==> config.mk <==
export PLATFORM = sky130hd
export DESIGN_NAME = module34_split_flat
export DESIGN_NICKNAME = d
export VERILOG_FILES = /design/src/rtl/module34_split_if.sv /design/src/rtl/module34_split.sv /design/src/flat_wrapper.sv
export SDC_FILE = /design/constraint.sdc
export NUM_CORES = 1
export LEC_CHECK = 0
export CAP_MARGIN = 20
export CORE_MARGIN = 2
export CORE_UTILIZATION = 45
export DETAILED_ROUTE_END_ITERATION = 6
export PLACE_DENSITY = 0.74
export SLEW_MARGIN = 25
export SYNTH_ARGS = -nofsm -noshare
export SYNTH_HDL_FRONTEND = slang
export SYNTH_SLANG_ARGS = --single-unit
==> constraint.sdc <==
create_clock -name clk -period 2 [get_ports clk]
set_clock_uncertainty 0.05 [all_clocks]
set_input_delay 0.4 -clock clk [delete_from_list [all_inputs] [get_ports clk]]
set_output_delay 0.4 -clock clk [all_outputs]
set_load 0.02 [all_outputs]
==> src/rtl/module34_split_if.sv <==
// module34_split_if: bundles the input stream and the four branch streams of
// the splitter.
//   s_data/s_valid/s_ready    : 2*dw-bit input stream
//   a,b,c,d (+_valid/_ready)  : dw-bit branch streams (lo, hi, lo+hi, lo-hi)
// slave  : the splitter's view (consumes s_*, produces branches)
// master : the environment's view (produces s_*, consumes branches)
interface module34_split_if #(parameter int dw = 8);
  logic [2*dw-1:0] s_data;
  logic            s_valid;
  logic            s_ready;
  logic [dw-1:0]   a, b, c, d;
  logic            a_valid, b_valid, c_valid, d_valid;
  logic            a_ready, b_ready, c_ready, d_ready;

  modport slave (
    input  s_data, s_valid, a_ready, b_ready, c_ready, d_ready,
    output s_ready, a, b, c, d, a_valid, b_valid, c_valid, d_valid
  );

  modport master (
    output s_data, s_valid, a_ready, b_ready, c_ready, d_ready,
    input  s_ready, a, b, c, d, a_valid, b_valid, c_valid, d_valid
  );
endinterface

==> src/rtl/module34_split.sv <==
// module34_split: one 2*dw-bit valid/ready stream fanned out to four dw-bit
// valid/ready branches (lo, hi, lo+hi, lo-hi, all mod 2^dw). A word is taken
// only when every branch can accept it; branches drain independently.
//   clk      : clock, rising edge
//   reset    : synchronous, active-low
//   io       : module34_split_if.slave (input stream + branches a..d)
//   word_cnt : words accepted since reset, wraps at 16 bits

// One branch: output register plus valid flag.
module module34_split_lane #(parameter int dw = 8) (
  input  logic          clk,
  input  logic          reset,
  input  logic          load,
  input  logic [dw-1:0] din,
  input  logic          ready,
  output logic [dw-1:0] data,
  output logic          valid,
  output logic          free
);
  // An empty branch is free even with ready low.
  assign free = !valid || ready;

  always_ff @(posedge clk) begin
    if (!reset) begin
      data  <= '0;
      valid <= 1'b0;
    end else if (load) begin
      // Reload wins over a same-edge drain: valid stays up with new data.
      data  <= din;
      valid <= 1'b1;
    end else if (valid && ready) begin
      valid <= 1'b0;
    end
  end
endmodule

module module34_split #(parameter int dw = 8) (
  input  logic           clk,
  input  logic           reset,
  module34_split_if.slave io,
  output logic [15:0]    word_cnt
);
  localparam int NUM_LANES = 4;

  logic [dw-1:0]                 lo, hi, sum, dif;
  logic [NUM_LANES-1:0][dw-1:0]  din, data;
  logic [NUM_LANES-1:0]          rdy, vld, free;
  logic                          accept;

  assign lo  = io.s_data[dw-1:0];
  assign hi  = io.s_data[2*dw-1:dw];
  assign sum = lo + hi;
  assign dif = lo - hi;

  assign din = {dif, sum, hi, lo};
  assign rdy = {io.d_ready, io.c_ready, io.b_ready, io.a_ready};

  // Independent of s_valid so upstream may wait on s_ready.
  assign io.s_ready = reset && (&free);
  assign accept     = io.s_valid && io.s_ready;

  for (genvar i = 0; i < NUM_LANES; i++) begin : g_lane
    module34_split_lane #(.dw(dw)) u_lane (
      .clk   (clk),
      .reset (reset),
      .load  (accept),
      .din   (din[i]),
      .ready (rdy[i]),
      .data  (data[i]),
      .valid (vld[i]),
      .free  (free[i])
    );
  end

  assign io.a = data[0];
  assign io.b = data[1];
  assign io.c = data[2];
  assign io.d = data[3];
  assign io.a_valid = vld[0];
  assign io.b_valid = vld[1];
  assign io.c_valid = vld[2];
  assign io.d_valid = vld[3];

  always_ff @(posedge clk) begin
    if (!reset)      word_cnt <= '0;
    else if (accept) word_cnt <= word_cnt + 16'd1;
  end
endmodule
==> src/flat_wrapper.sv <==
// flat-port wrapper written by rule: the top's interface ports become plain ports
module module34_split_flat 
#(parameter int dw = 8)
  (clk, reset, word_cnt, io_s_data, io_s_valid, io_a_ready, io_b_ready, io_c_ready, io_d_ready, io_s_ready, io_a, io_b, io_c, io_d, io_a_valid, io_b_valid, io_c_valid, io_d_valid);
  module34_split_if #(.dw(dw)) io_i ();
  input  logic clk;
  input  logic reset;
  output logic [15:0] word_cnt;
  input wire logic [$bits(io_i.s_data)-1:0] io_s_data;
  input wire logic [$bits(io_i.s_valid)-1:0] io_s_valid;
  input wire logic [$bits(io_i.a_ready)-1:0] io_a_ready;
  input wire logic [$bits(io_i.b_ready)-1:0] io_b_ready;
  input wire logic [$bits(io_i.c_ready)-1:0] io_c_ready;
  input wire logic [$bits(io_i.d_ready)-1:0] io_d_ready;
  output wire logic [$bits(io_i.s_ready)-1:0] io_s_ready;
  output wire logic [$bits(io_i.a)-1:0] io_a;
  output wire logic [$bits(io_i.b)-1:0] io_b;
  output wire logic [$bits(io_i.c)-1:0] io_c;
  output wire logic [$bits(io_i.d)-1:0] io_d;
  output wire logic [$bits(io_i.a_valid)-1:0] io_a_valid;
  output wire logic [$bits(io_i.b_valid)-1:0] io_b_valid;
  output wire logic [$bits(io_i.c_valid)-1:0] io_c_valid;
  output wire logic [$bits(io_i.d_valid)-1:0] io_d_valid;
  assign io_i.s_data = io_s_data;
  assign io_i.s_valid = io_s_valid;
  assign io_i.a_ready = io_a_ready;
  assign io_i.b_ready = io_b_ready;
  assign io_i.c_ready = io_c_ready;
  assign io_i.d_ready = io_d_ready;
  assign io_s_ready = io_i.s_ready;
  assign io_a = io_i.a;
  assign io_b = io_i.b;
  assign io_c = io_i.c;
  assign io_d = io_i.d;
  assign io_a_valid = io_i.a_valid;
  assign io_b_valid = io_i.b_valid;
  assign io_c_valid = io_i.c_valid;
  assign io_d_valid = io_i.d_valid;
  module34_split #(.dw(dw)) u_core (.clk(clk), .reset(reset), .io(io_i), .word_cnt(word_cnt));
endmodule
Word level (Yosys, flattened, before mapping) --
Cells that the tools add are included.
Operators by class: add/subtract/negate cells 3, mux-type cells 8, reduce and logical (&&, ||, !) cells 19
Operator list (number):
- $add 16x1->16 const B | 1
- $add 8x8->8 | 1
- $mux 1 | 8
- $reduce_bool 2->1 | 4
- $sub 8x8->8 | 1
- $logic_and 1x1->1 | 6
- $logic_not 1->1 | 4
- $logic_or 1x1->1 | 4
- $reduce_and 4->1 | 1
Word-level totals: bits in registers 52, output and inout port bits 53, word-level logic and storage cells 39

Depth between registers and ports, before layout --
word-level depth 6, depth in mapped cells 9, depth with buffers taken out 9

Hierarchy --
A second synthesis with hierarchy kept.
Second synthesis, totals: cell total of the unflattened synthesis 279, area, all modules 2713.9 um2
Modules (own cells, without submodules):
- module34_split | instances 1, cells each 163, area an instance 1357.6 um2, sequential area each 320.3 um2
- module34_split_lane | instances 4, cells each 29, area an instance 339.1 um2, sequential area each 180.2 um2

Least setup slack after synthesis --
Ideal clock, no wire load.
path kind in2reg, start point input port io_s_data[0], end point register u_core.g_lane[3].u_lane.data[6], setup time 0.117 ns, data arrival time 1.701 ns, data required time 1.833 ns, slack 0.132 ns, stages 9, path buffers 0, cells stage by stage inv_1 ha_1 inv_1 fa_1 a211oi_1 o21bai_1 a21oi_1 xnor2_1 o21ai_1
On the way: longest elaborated chain between the ends 1
RTL lines:
- from (decl) | RTL line flat_wrapper.sv:9 | input wire logic [$bits(io_i.s_data)-1:0] io_s_data;
- $sub 8x8->8 | RTL line module34_split.sv:53 | assign dif = lo - hi;
- to (signal assigned) | RTL line module34_split.sv:29 | data <= din;
- to (decl) | RTL line module34_split.sv:16 | output logic [dw-1:0] data,
Every way passes these cells. A chain may end at the register's enable or synchronous reset.

Worst setup path after layout --
start point input port io_s_data[12], end point register u_core.g_lane[3].u_lane.data[7]
The elaborated chain is that of the path after synthesis.

==> out/qor.txt <==
vias per cell - 5.087
slew margin rel. - 76.22%
Rows - 28
CP Launch Type - primary input
top_reg_cell synth - dfxtp_1
Max clock buf depth - 2
GRT overflow - 0
synth top area cells - dfxtp_1, xnor2_1, nand2_1, ha_1, a21oi_1
Pins Over Slew Limit - 0
WS Path Type - primary input to register
Placed Cells - 477
Post-synth EDFFs - 0
Final ANT Viol Nets - 0
Die Y - 81.57 µm
clock network power share - 29.5%
Final min period - 1.940 ns
post-synth top area cell - dfxtp_1
first drt pass iteration count - 5
register area share after synthesis - 37.71%
initial DRC count - 49
initial core utilization - 46.28%
Reg2Reg Depth - 5
Synth Cell Area - 2708 µm²
DP Worst Slack - -0.4992 ns
R2R setup slack - 0.43 ns
final setup fails - 0
Comb pwr share - 26.0%
GRT Overall Usage - 19.96%
Mapped Cells - 304
achievable frequency - 515.5 MHz
Worst Hold End - u_core.g_lane[2].u_lane.data[2]
power per cell area - 628.3 nW/µm²
MaxCap Viol Count - 0
vias in the first global route - 2,319
worst hold margin - 0.4095 ns
clk sinks - 51
Final GP Congestion - 0.8183
largest vdd supply drop - 0.3175 mV
diode count - 0
reg-to-reg startpoint - u_core.word_cnt[0]
final WL - 6431 µm
hold-fix buffers at CTS - 0
Layout Nets - 449
WL/cell - 13.26 µm
global-route wire length before repair - 10,450 µm
Warnings, synthesis - 0
Post-Syn Nets - 344
min-delay src - u_core.g_lane[2].u_lane.data[2]
crit end category - register
drt drc - 0
Seq pwr share - 44.5%
die area - 6654 µm²
count of cell types in the netlist - 47
worst flop-to-flop path endpoint - u_core.word_cnt[12]
H-tree depth - 2
status - finished, final reports clean
unrepaired setup endpoints after global routing - false
Area growth syn-to-layout - 45.29%
total number of vias - 2,467
post-synth top area share - 37.71%
detailed placer's ending HPWL - 4922 µm
clock latency at the later pin of the worst-skew pair - 0.31 ns
io pins - 76
Clock Tree Root - clkbuf_8
Worst EP arrival - 2.09 ns
pin count of the biggest net entering global routing - 27
Tcrit/Tclk final - 96.99%
Worst Tran Pin Value - 0.3554 ns
total CTS buffers - 5
leak pwr - 1.492 nW
P_sw - 0.0007110 W
internal power - 0.001761 W
share of cells above drive strength 1 - 20.98%
Async SR Flop Fraction - 0%
Seq cells post-synth - 51
top cells by count, synth - dfxtp_1, nand2_1, a21oi_1, nor2_1, xnor2_1
type of the worst min-delay path - register to register
worst setup margin - 0.06028 ns
Fin. Hold Viols - 0
Post-Route Utilization - 67.24%
syn_area_per_cell - 8.907 µm²
core area - 5851 µm²
antenna violations before repair - 0
Final Non-Filler Cells - 485
sw frac - 28.77%
TritonCTS clock tree - done
Buffers on Ports - 75
crit path max fanout - 6
hold path cells - 2
Worst EP required - 2.15 ns
Worst-path clk slew - 0.09 ns
die width - 81.57 µm
[layout make-up]
cell class	instances	area, µm²
fill	494	1917
timing repair buffer	115	1080
inverter	16	60.06
sequential	51	1021
clock buffer	5	68.82
tap	75	93.84
clock inverter	3	43.79
multi-input combinational	220	1567
[state kept, by name, summed over array words and instances (netlist names)]
name	cells
u_core.g_lane.u_lane.data	31
u_core.word_cnt	16
u_core.g_lane.u_lane.valid	4
[cells in the final DEF (no fill, tap or decap), types with 2 or more instances in the layout]
cell type / Yosys / layout
a211oi_1: 6 / 5
clkbuf_8: 0 / 5
nand3_1: 8 / 8
xor2_1: 2 / 2
fa_2: 0 / 2
nor2b_1: 2 / 2
mux2i_1: 2 / 2
clkdlybuf4s50_1: 0 / 71
buf_4: 4 / 37
nor2_1: 22 / 22
nand3_4: 3 / 3
a21oi_1: 32 / 31
a21oi_2: 4 / 5
dfxtp_1: 51 / 51
o21ai_1: 4 / 4
ha_1: 15 / 13
buf_12: 0 / 3
xnor2_1: 22 / 22
and4_4: 2 / 2
nand2_1: 51 / 51
nand2b_1: 5 / 5
nor4_2: 8 / 9
inv_1: 15 / 15
o21ai_0: 4 / 4
nand2b_2: 4 / 4
o211ai_1: 2 / 2
dlygate4sd2_1: 0 / 3
[per-stage QoR]
| stage | total power [W] | TNS [ns] | area [µm²] |
|---|---|---|---|
| after floorplan | 0.001462 | 0 | 2708 |
| after global placement | 0.001747 | -4.614 | 3789 |
| after detailed placement | 0.001754 | -5.343 | 3789 |
| after CTS | 0.002486 | 0 | 3915 |
| after global routing | 0.002579 | 0 | 3934 |
| final | 0.002472 | 0 | 3934 |
[worst max-delay path: stages]
cell,delay [ns]
clkdlybuf4s50_1,0.48
inv_1,0.05
ha_1,0.35
a2111o_1,0.40
o22ai_1,0.19
xnor2_1,0.15
o21ai_1,0.07
[metal layers]
metal | part of all wire (%) | wire (µm) | GRT usage, %
met4 | 0.82 | 53 | 5.000
met2 | 50 | 3220 | 35.49
met5 | 0 | 0 | 0
met1 | 44 | 2818 | 24.32
met3 | 5.3 | 338 | 4.615
[repair_timing]
action,4_1_cts,5_1_grt
setup buffers,0,0
cloned,0,0
resized for setup,10,6
pin swaps,1,2
endpoints found under the setup margin,6,8
[worst max-delay path by stage]
stage          slack, ns                              end     startpoint
2_1_floorplan       0.13  u_core.g_lane[3].u_lane.data[6]   io_s_data[0]
3_3_place_gp       -0.47  u_core.g_lane[3].u_lane.data[6]   io_s_data[8]
3_5_place_dp       -0.50  u_core.g_lane[3].u_lane.data[6]   io_s_data[8]
4_1_cts            0.007  u_core.g_lane[3].u_lane.data[5]  io_s_data[10]
5_1_grt            0.004  u_core.g_lane[2].u_lane.data[7]  io_s_data[12]
6_report            0.06  u_core.g_lane[3].u_lane.data[7]  io_s_data[12]
[cell families (layout without fill, tap and decap cells)]
| family | Yosys count | after routing | synth area share, % |
|---|---|---|---|
| AOI/OAI and AO/OA | 60 | 60 | 13.49 |
| xor gates and xnor gates | 24 | 24 | 7.763 |
| adders and majority gates | 17 | 17 | 8.410 |
| buffers and inverters | 33 | 139 | 5.961 |
| DFF | 51 | 51 | 37.71 |
| muxes | 2 | 2 | 0.7394 |
| and+or+nand+nor | 117 | 117 | 25.92 |
[power groups by stage]
stage / clock (W) / combinational [W] / sequential (W)
CTS: 0.000747 / 0.000639 / 0.00110
detailed placement: 0 / 0.000632 / 0.00112
global route: 0.000778 / 0.000696 / 0.00111
global placement: 0 / 0.000626 / 0.00112
finish: 0.000730 / 0.000642 / 0.00110
floorplan: 0 / 0.000280 / 0.00118
Note: power is estimated with default switching activity, not from simulation.
